$ cat src/rtl/fft_pkg.sv
// Shared FFT constants, bit-reversal helper and frame-buffer status codes.
package fft_pkg;

  localparam int FFT_LOG2N = 6;
  localparam int FFT_N     = 1 << FFT_LOG2N;

  typedef enum logic [1:0] {
    B_EMPTY,
    B_FILLING,
    B_FULL,
    B_READING
  } buf_st_e;

  typedef enum logic {
    W_IDLE,
    W_FILL
  } w_st_e;

  typedef enum logic {
    R_IDLE,
    R_STREAM
  } r_st_e;

  // Reverses the low w bits of x; bits above w come back zero.
  function automatic logic [15:0] bitrev(
    input logic [15:0] x,
    input int          w
  );
    logic [15:0] r;
    r = '0;
    for (int i = 0; i < 16; i++) begin
      if (i < w) r = {r[14:0], x[i]};
    end
    return r;
  endfunction

endpackage

$ cat src/rtl/simple_dualport_RAM.sv
// One write port, one registered read port; read data holds while re_i is low.
module simple_dualport_RAM #(
  parameter int DW = 32,
  parameter int AW = 6
) (
  input  logic          clk,
  input  logic          we_i,
  input  logic [AW-1:0] waddr_i,
  input  logic [DW-1:0] wdata_i,
  input  logic          re_i,
  input  logic [AW-1:0] raddr_i,
  output logic [DW-1:0] rdata_o
);

  logic [DW-1:0] mem_q [2**AW];

  always_ff @(posedge clk) begin
    if (we_i) mem_q[waddr_i] <= wdata_i;
    if (re_i) rdata_o <= mem_q[raddr_i];
  end

endmodule

$ cat src/rtl/fft_out_reorder.sv
// Ping-pong reorder buffer: bit-reversed DIF result pairs in,
// natural-order complex samples out under valid/ready.
module fft_out_reorder
  import fft_pkg::*;
#(
  parameter int BW    = 16,
  parameter int LOG2N = FFT_LOG2N
) (
  input  logic             clk,
  input  logic             rst,
  input  logic             in_valid,
  input  logic             in_first,
  input  logic [BW-1:0]    inReal0,
  input  logic [BW-1:0]    inImag0,
  input  logic [BW-1:0]    inReal1,
  input  logic [BW-1:0]    inImag1,
  output logic             out_valid,
  input  logic             out_ready,
  output logic [BW-1:0]    outReal,
  output logic [BW-1:0]    outImag,
  output logic [LOG2N-1:0] out_idx,
  output logic             out_last,
  output logic             overflow,
  output logic             sync_err
);

  localparam int HA = LOG2N - 1;
  localparam int DW = 2 * BW;

  buf_st_e stat_q [2];
  buf_st_e stat_d [2];

  w_st_e            w_state_q, w_state_d;
  logic             w_buf_q, w_buf_d;
  logic [HA-1:0]    w_cnt_q, w_cnt_d;
  logic             ovf_q, ovf_d;
  logic             serr_q, serr_d;
  logic             we, wr_buf, w_claim, w_done;
  logic [HA-1:0]    wr_k;
  logic [LOG2N-1:0] waddr;

  r_st_e            r_state_q, r_state_d;
  logic             rbuf_q, rbuf_d;
  logic [LOG2N-1:0] n_q, n_d;
  logic             r_claim, issue, adv;
  logic             full_any, pick, rel;
  logic             old_q, old_d;

  logic             ov_q, last_q, half_q, obuf_q;
  logic [LOG2N-1:0] idx_q;
  logic [DW-1:0]    rd_l, rd_h, rd_sel;

  always_comb begin
    w_state_d = w_state_q;
    w_buf_d   = w_buf_q;
    w_cnt_d   = w_cnt_q;
    ovf_d     = ovf_q;
    serr_d    = serr_q;
    we        = 1'b0;
    wr_buf    = w_buf_q;
    wr_k      = '0;
    w_claim   = 1'b0;
    w_done    = 1'b0;
    unique case (w_state_q)
      W_IDLE: begin
        if (in_valid && in_first) begin
          if (stat_q[0] == B_EMPTY ||
              stat_q[1] == B_EMPTY) begin
            w_buf_d   = stat_q[0] != B_EMPTY;
            wr_buf    = w_buf_d;
            we        = 1'b1;
            w_claim   = 1'b1;
            w_cnt_d   = HA'(1);
            w_state_d = W_FILL;
          end else begin
            ovf_d = 1'b1;
          end
        end
      end
      W_FILL: begin
        if (in_valid) begin
          we = 1'b1;
          if (in_first) begin
            // Restart in place; later pairs overwrite the stale ones.
            serr_d  = 1'b1;
            w_cnt_d = HA'(1);
          end else begin
            wr_k = w_cnt_q;
            if (&w_cnt_q) begin
              w_done    = 1'b1;
              w_cnt_d   = '0;
              w_state_d = W_IDLE;
            end else begin
              w_cnt_d = w_cnt_q + HA'(1);
            end
          end
        end
      end
      default: ;
    endcase
    waddr = {wr_buf,
             HA'(bitrev(16'({wr_k, 1'b0}), LOG2N))};
  end

  always_ff @(posedge clk) begin
    if (rst) begin
      w_state_q <= W_IDLE;
      w_buf_q   <= 1'b0;
      w_cnt_q   <= '0;
      ovf_q     <= 1'b0;
      serr_q    <= 1'b0;
    end else begin
      w_state_q <= w_state_d;
      w_buf_q   <= w_buf_d;
      w_cnt_q   <= w_cnt_d;
      ovf_q     <= ovf_d;
      serr_q    <= serr_d;
    end
  end

  // old_q tracks which FULL buffer completed first.
  assign full_any = stat_q[0] == B_FULL || stat_q[1] == B_FULL;
  assign pick     = stat_q[old_q] == B_FULL ? old_q : ~old_q;
  assign adv      = !ov_q || out_ready;
  assign rel      = ov_q && out_ready && last_q;

  always_comb begin
    r_state_d = r_state_q;
    rbuf_d    = rbuf_q;
    n_d       = n_q;
    r_claim   = 1'b0;
    issue     = 1'b0;
    unique case (r_state_q)
      R_IDLE: begin
        if (full_any) begin
          r_claim   = 1'b1;
          rbuf_d    = pick;
          n_d       = '0;
          r_state_d = R_STREAM;
        end
      end
      R_STREAM: begin
        if (adv) begin
          issue = 1'b1;
          if (&n_q) begin
            n_d = '0;
            if (full_any) begin
              r_claim = 1'b1;
              rbuf_d  = pick;
            end else begin
              r_state_d = R_IDLE;
            end
          end else begin
            n_d = n_q + LOG2N'(1);
          end
        end
      end
      default: ;
    endcase
  end

  always_comb begin
    stat_d = stat_q;
    old_d  = old_q;
    if (w_claim) stat_d[w_buf_d] = B_FILLING;
    if (w_done) begin
      stat_d[w_buf_q] = B_FULL;
      if (stat_q[~w_buf_q] != B_FULL) old_d = w_buf_q;
    end
    if (r_claim) stat_d[rbuf_d] = B_READING;
    if (rel) stat_d[obuf_q] = B_EMPTY;
  end

  always_ff @(posedge clk) begin
    if (rst) begin
      stat_q[0] <= B_EMPTY;
      stat_q[1] <= B_EMPTY;
      old_q     <= 1'b0;
      r_state_q <= R_IDLE;
      rbuf_q    <= 1'b0;
      n_q       <= '0;
    end else begin
      stat_q    <= stat_d;
      old_q     <= old_d;
      r_state_q <= r_state_d;
      rbuf_q    <= rbuf_d;
      n_q       <= n_d;
    end
  end

  // Output stage; the RAM output register doubles as the data holder.
  always_ff @(posedge clk) begin
    if (rst) begin
      ov_q   <= 1'b0;
      last_q <= 1'b0;
      half_q <= 1'b0;
      obuf_q <= 1'b0;
      idx_q  <= '0;
    end else if (adv) begin
      ov_q   <= issue;
      last_q <= issue && (&n_q);
      if (issue) begin
        idx_q  <= n_q;
        half_q <= n_q[HA];
        obuf_q <= rbuf_q;
      end
    end
  end

  simple_dualport_RAM #(
    .DW(DW),
    .AW(LOG2N)
  ) u_ram_l (
    .clk    (clk),
    .we_i   (we),
    .waddr_i(waddr),
    .wdata_i({inReal0, inImag0}),
    .re_i   (issue),
    .raddr_i({rbuf_q, n_q[HA-1:0]}),
    .rdata_o(rd_l)
  );

  simple_dualport_RAM #(
    .DW(DW),
    .AW(LOG2N)
  ) u_ram_h (
    .clk    (clk),
    .we_i   (we),
    .waddr_i(waddr),
    .wdata_i({inReal1, inImag1}),
    .re_i   (issue),
    .raddr_i({rbuf_q, n_q[HA-1:0]}),
    .rdata_o(rd_h)
  );

  assign rd_sel    = half_q ? rd_h : rd_l;
  assign out_valid = ov_q;
  assign out_idx   = idx_q;
  assign out_last  = last_q;
  assign outReal   = ov_q ? rd_sel[DW-1:BW] : '0;
  assign outImag   = ov_q ? rd_sel[BW-1:0] : '0;
  assign overflow  = ovf_q;
  assign sync_err  = serr_q;

endmodule

$ cat config.mk
export PLATFORM = sky130hd
export DESIGN_NAME = fft_out_reorder
export DESIGN_NICKNAME = d
export VERILOG_FILES = /design/src/rtl/fft_pkg.sv /design/src/rtl/simple_dualport_RAM.sv /design/src/rtl/fft_out_reorder.sv
export SDC_FILE = /design/constraint.sdc
export NUM_CORES = 2
export LEC_CHECK = 0
export CAP_MARGIN = 0
export CELL_PAD_IN_SITES_DETAIL_PLACEMENT = 0
export CELL_PAD_IN_SITES_GLOBAL_PLACEMENT = 2
export CORE_ASPECT_RATIO = 1.4
export CORE_MARGIN = 2
export CORE_UTILIZATION = 55
export CTS_CLUSTER_DIAMETER = 40
export DETAILED_ROUTE_END_ITERATION = 12
export PLACE_DENSITY_LB_ADDON = 0.25
export SYNTH_ARGS = -nofsm -noshare
export SYNTH_HDL_FRONTEND = slang
export SYNTH_SLANG_ARGS = --single-unit
$ cat constraint.sdc
create_clock -name clk -period 18 [get_ports clk]
set_clock_uncertainty 0.1 [all_clocks]
set_input_delay 5.4 -clock clk [delete_from_list [all_inputs] [get_ports clk]]
set_output_delay 5.4 -clock clk [all_outputs]
set_load 0.03 [all_outputs]
==> impl_results.md <==
- Outcome: complete, no violations
- Pwr dens: approximately 110 nW/um2
- Leakage: approximately 54 nW
- Final RePlAce weighted congestion: slightly below 0.9
- Synth area leaders: edfxtp_1 79%, mux4_2 15%, a22oi_1 1.2%
- Max Fanout on Critical Path: 26
- CP top delay family: simple AND/OR/NAND/NOR gates
- Worst path bufs/invs: 3
- Final Hold Fails: 0
- RSZ-0062 raised after global routing: no
- Initial antenna violation count: 39
- Tcrit/Tclk final: 0.546
- Yosys warns: 0
- Total grt overflow: 0
- Tightest Pin Transition: around 1400 ps
- Max Slew Vio Count: 0
- Antenna Nets Post-Route: 0
- H-tree levels: 5
- DRC Markers: 0
- Area growth syn-to-layout: 13.1%
- Post-layout min period: 9830 ps
- Clock sink total: approximately 4200
- Core area: 287000 um2
- GR Util All Layers: 0.316
- CTS tree: yes
- Avg Inst Size Synth: approximately 23 um2
- Yosys reg bits: roughly 4200
- Post-DP HPWL: 266 mm
- Most used cell, CP: buf_4
- Detailed Route WL: roughly 460 mm
- DR WL/cell: ~40 um
- # rows: about 230
- CP max stage cell: nor2_4
- Fin nets: between 7000 and 8000
- Die area: 292000 um2
- Initial DRC count: 12400
- Clk_lat worst skew: about 960 ps
- # fillers: between 15000 and 20000
- EDFF count, synth: between 4000 and 5000
- Share of layout cells above drive strength 1: 0.279
- Port Buffer Count: 110
- Post-Syn Instances: ~6800
- Max-Cap Viols: 0
- Cell Chain, Critical Path: clkdlybuf4s50_1 -> nand3b_1 -> o31ai_1 -> nand4_1 -> nor2_4 -> buf_4 -> buf_4
- DR vias: 78900
- Routed vias/inst: roughly 7
- Setup bufs post-CTS: 0
- Syn_nets: 6829
- DP Area: around 160000 um2
- Clock slew at reported path FFs: ~60 ps
- Synth Cell Area: 158000 um2
- Initial Util: 0.551
- Cts repair resizes: 0
- Post-synth top area cell: edfxtp_1
- Pwr Total: just over 20 mW
- Synth cell types: 51
- Worst endpoint required time: between 15000 and 20000 ps
- Hold buffers post-CTS: 0
- Final setup violating endpoints: 0
- Clock tree buffer depth: 4
- Setup_tns: 0 ps
- Synth Flop Type: edfxtp_1
- Yosys top cell area share: 0.789
- Slew headroom: 0.0855
- Die Y: 639 um
- Async set-reset flop share out of synthesis: 0
- DR pass1 iterations: 6
- Max rail drop VDD: about 0.000097 V
- Slowest stage delay, CP: 1000 ps
- Commonest cells post-synth: 4160 x edfxtp_1, 1024 x mux4_2, 259 x a22oi_1
- Max Fclk: roughly 100 MHz
- Pin count of the biggest net entering global routing: 113
- Final instance area: 179000 um2
- CP Launch Type: primary input
- Worst min path class: flop to flop
- First-pass GRT wire length: 632 mm
- Die X-Extent: around 460 um
- Num ports: 111
- Crit. End Element: flop
- Most common cell in the netlist: edfxtp_1
- Worst hold margin: around 360 ps
- Arrival @ worst endpoint: slightly above 10000 ps
- CTS Buf Count: about 430
- Setup CP Type: primary input to flop
- Vias in the first global route: slightly below 80000
- Clk root buf: clkbuf_16
- Sequential area share after synthesis: 0.793
==> metal layers <==
metal  track usage  vias up  wire [um]
met5             0        -        196
met3        0.0678      902      50600
met1         0.437    42700     168000
met2         0.501     5181     222000
li1              -    30200          -
met4         0.123       32      20900
==> final cells by class <==
class,instances,area (um2),share of cell area
Sequential cell,4191,126000,0.701
Multi-Input combinational cell,2173,31500,0.176
Clock buffer,502,11200,0.0628
Tap cell,3760,4700,0.0263
Clock inverter,284,3130,0.0175
Timing Repair Buffer,363,2850,0.0159
Antenna cell,22,55.1,0.000307
Inverter,3,13.8,0.0000769
==> cell usage in the layout, fill, tap and decap left out, types with 35 or more instances in the layout <==
| cell | instances |
|---|---|
| clkbuf_1 | 62 |
| o22ai_1 | 127 |
| mux2i_1 | 99 |
| nor2_1 | 81 |
| a22oi_1 | 259 |
| buf_2 | 55 |
| bufinv_16 | 52 |
| clkinv_2 | 60 |
| a211oi_1 | 64 |
| nand3_1 | 121 |
| clkbuf_16 | 440 |
| clkinv_1 | 64 |
| o211a_1 | 64 |
| nor2_4 | 66 |
| mux4_2 | 1024 |
| edfxtp_1 | 4160 |
| o221ai_1 | 64 |
| buf_4 | 247 |
| clkdlybuf4s50_1 | 50 |
| nor2b_1 | 35 |
==> logic make-up after synthesis <==
logic type,share of synthesized area
DFF,0.793
AOI/OAI and AO/OA,0.0300
muxes,0.152
adders and majority gates,0.000237
xor gates and xnor gates,0.0000553
and+or+nand+nor,0.0130
buffers and inverters,0.0119
==> flip-flops by register name (all words and copies together), names as in the netlist, 4 cells and up <==
register         flops
u_ram_l.mem_q     2048
stat_q               4
n_q                  6
u_ram_h.rdata_o     32
u_ram_h.mem_q     2048
w_cnt_q              5
u_ram_l.rdata_o     32
out_idx              5
==> metrics by stage <==
| step | instances | setup slack, ps | util |
|---|---|---|---|
| after floorplan | 6757 | 8330 | - |
| after global placement | 10500 | 7450 | 0.573 |
| after detailed placement | 10500 | 7430 | 0.573 |
| after CTS | 11300 | 8360 | 0.623 |
| after global routing | 11300 | 8080 | 0.623 |
| final | 11300 | 8170 | 0.624 |
==> worst paths after layout <==
kind	from	endpoint	slack, ps	cells after the start
max	in_valid	u_ram_l.mem_q[63][19]$_DFFE_PP_	8170	7
min reg2reg	out_idx[3]$_SDFFE_PP0P_	out_idx[3]$_SDFFE_PP0P_	360	2
max reg2reg	n_q[0]$_SDFFE_PP0P_	u_ram_h.rdata_o[20]$_DFFE_PP_	11270	8
min	out_idx[3]$_SDFFE_PP0P_	out_idx[3]$_SDFFE_PP0P_	360	2
==> report_power, final <==
| part | internal (mW) | switching (mW) | total, mW | leakage, nW |
|---|---|---|---|---|
| registers | 10.7 | 0.00610 | 10.8 | 37.7 |
| clock network | 5.26 | 3.81 | 9.07 | 6.96 |
| logic | 0.0485 | 0.273 | 0.322 | 8.98 |
| total | 16.1 | 4.09 | 20.1 | 53.6 |
==> tightest hold or removal path, delay by kind of cell, from the launching register on <==
| family | cells | cell delay, ps |
|---|---|---|
| flip-flops | 1 | 310 |
| AND/OR/NAND/NOR | 1 | 50 |
| AO/OA/AOI/OAI | 1 | 50 |
Power figures use the tool's default switching activity.
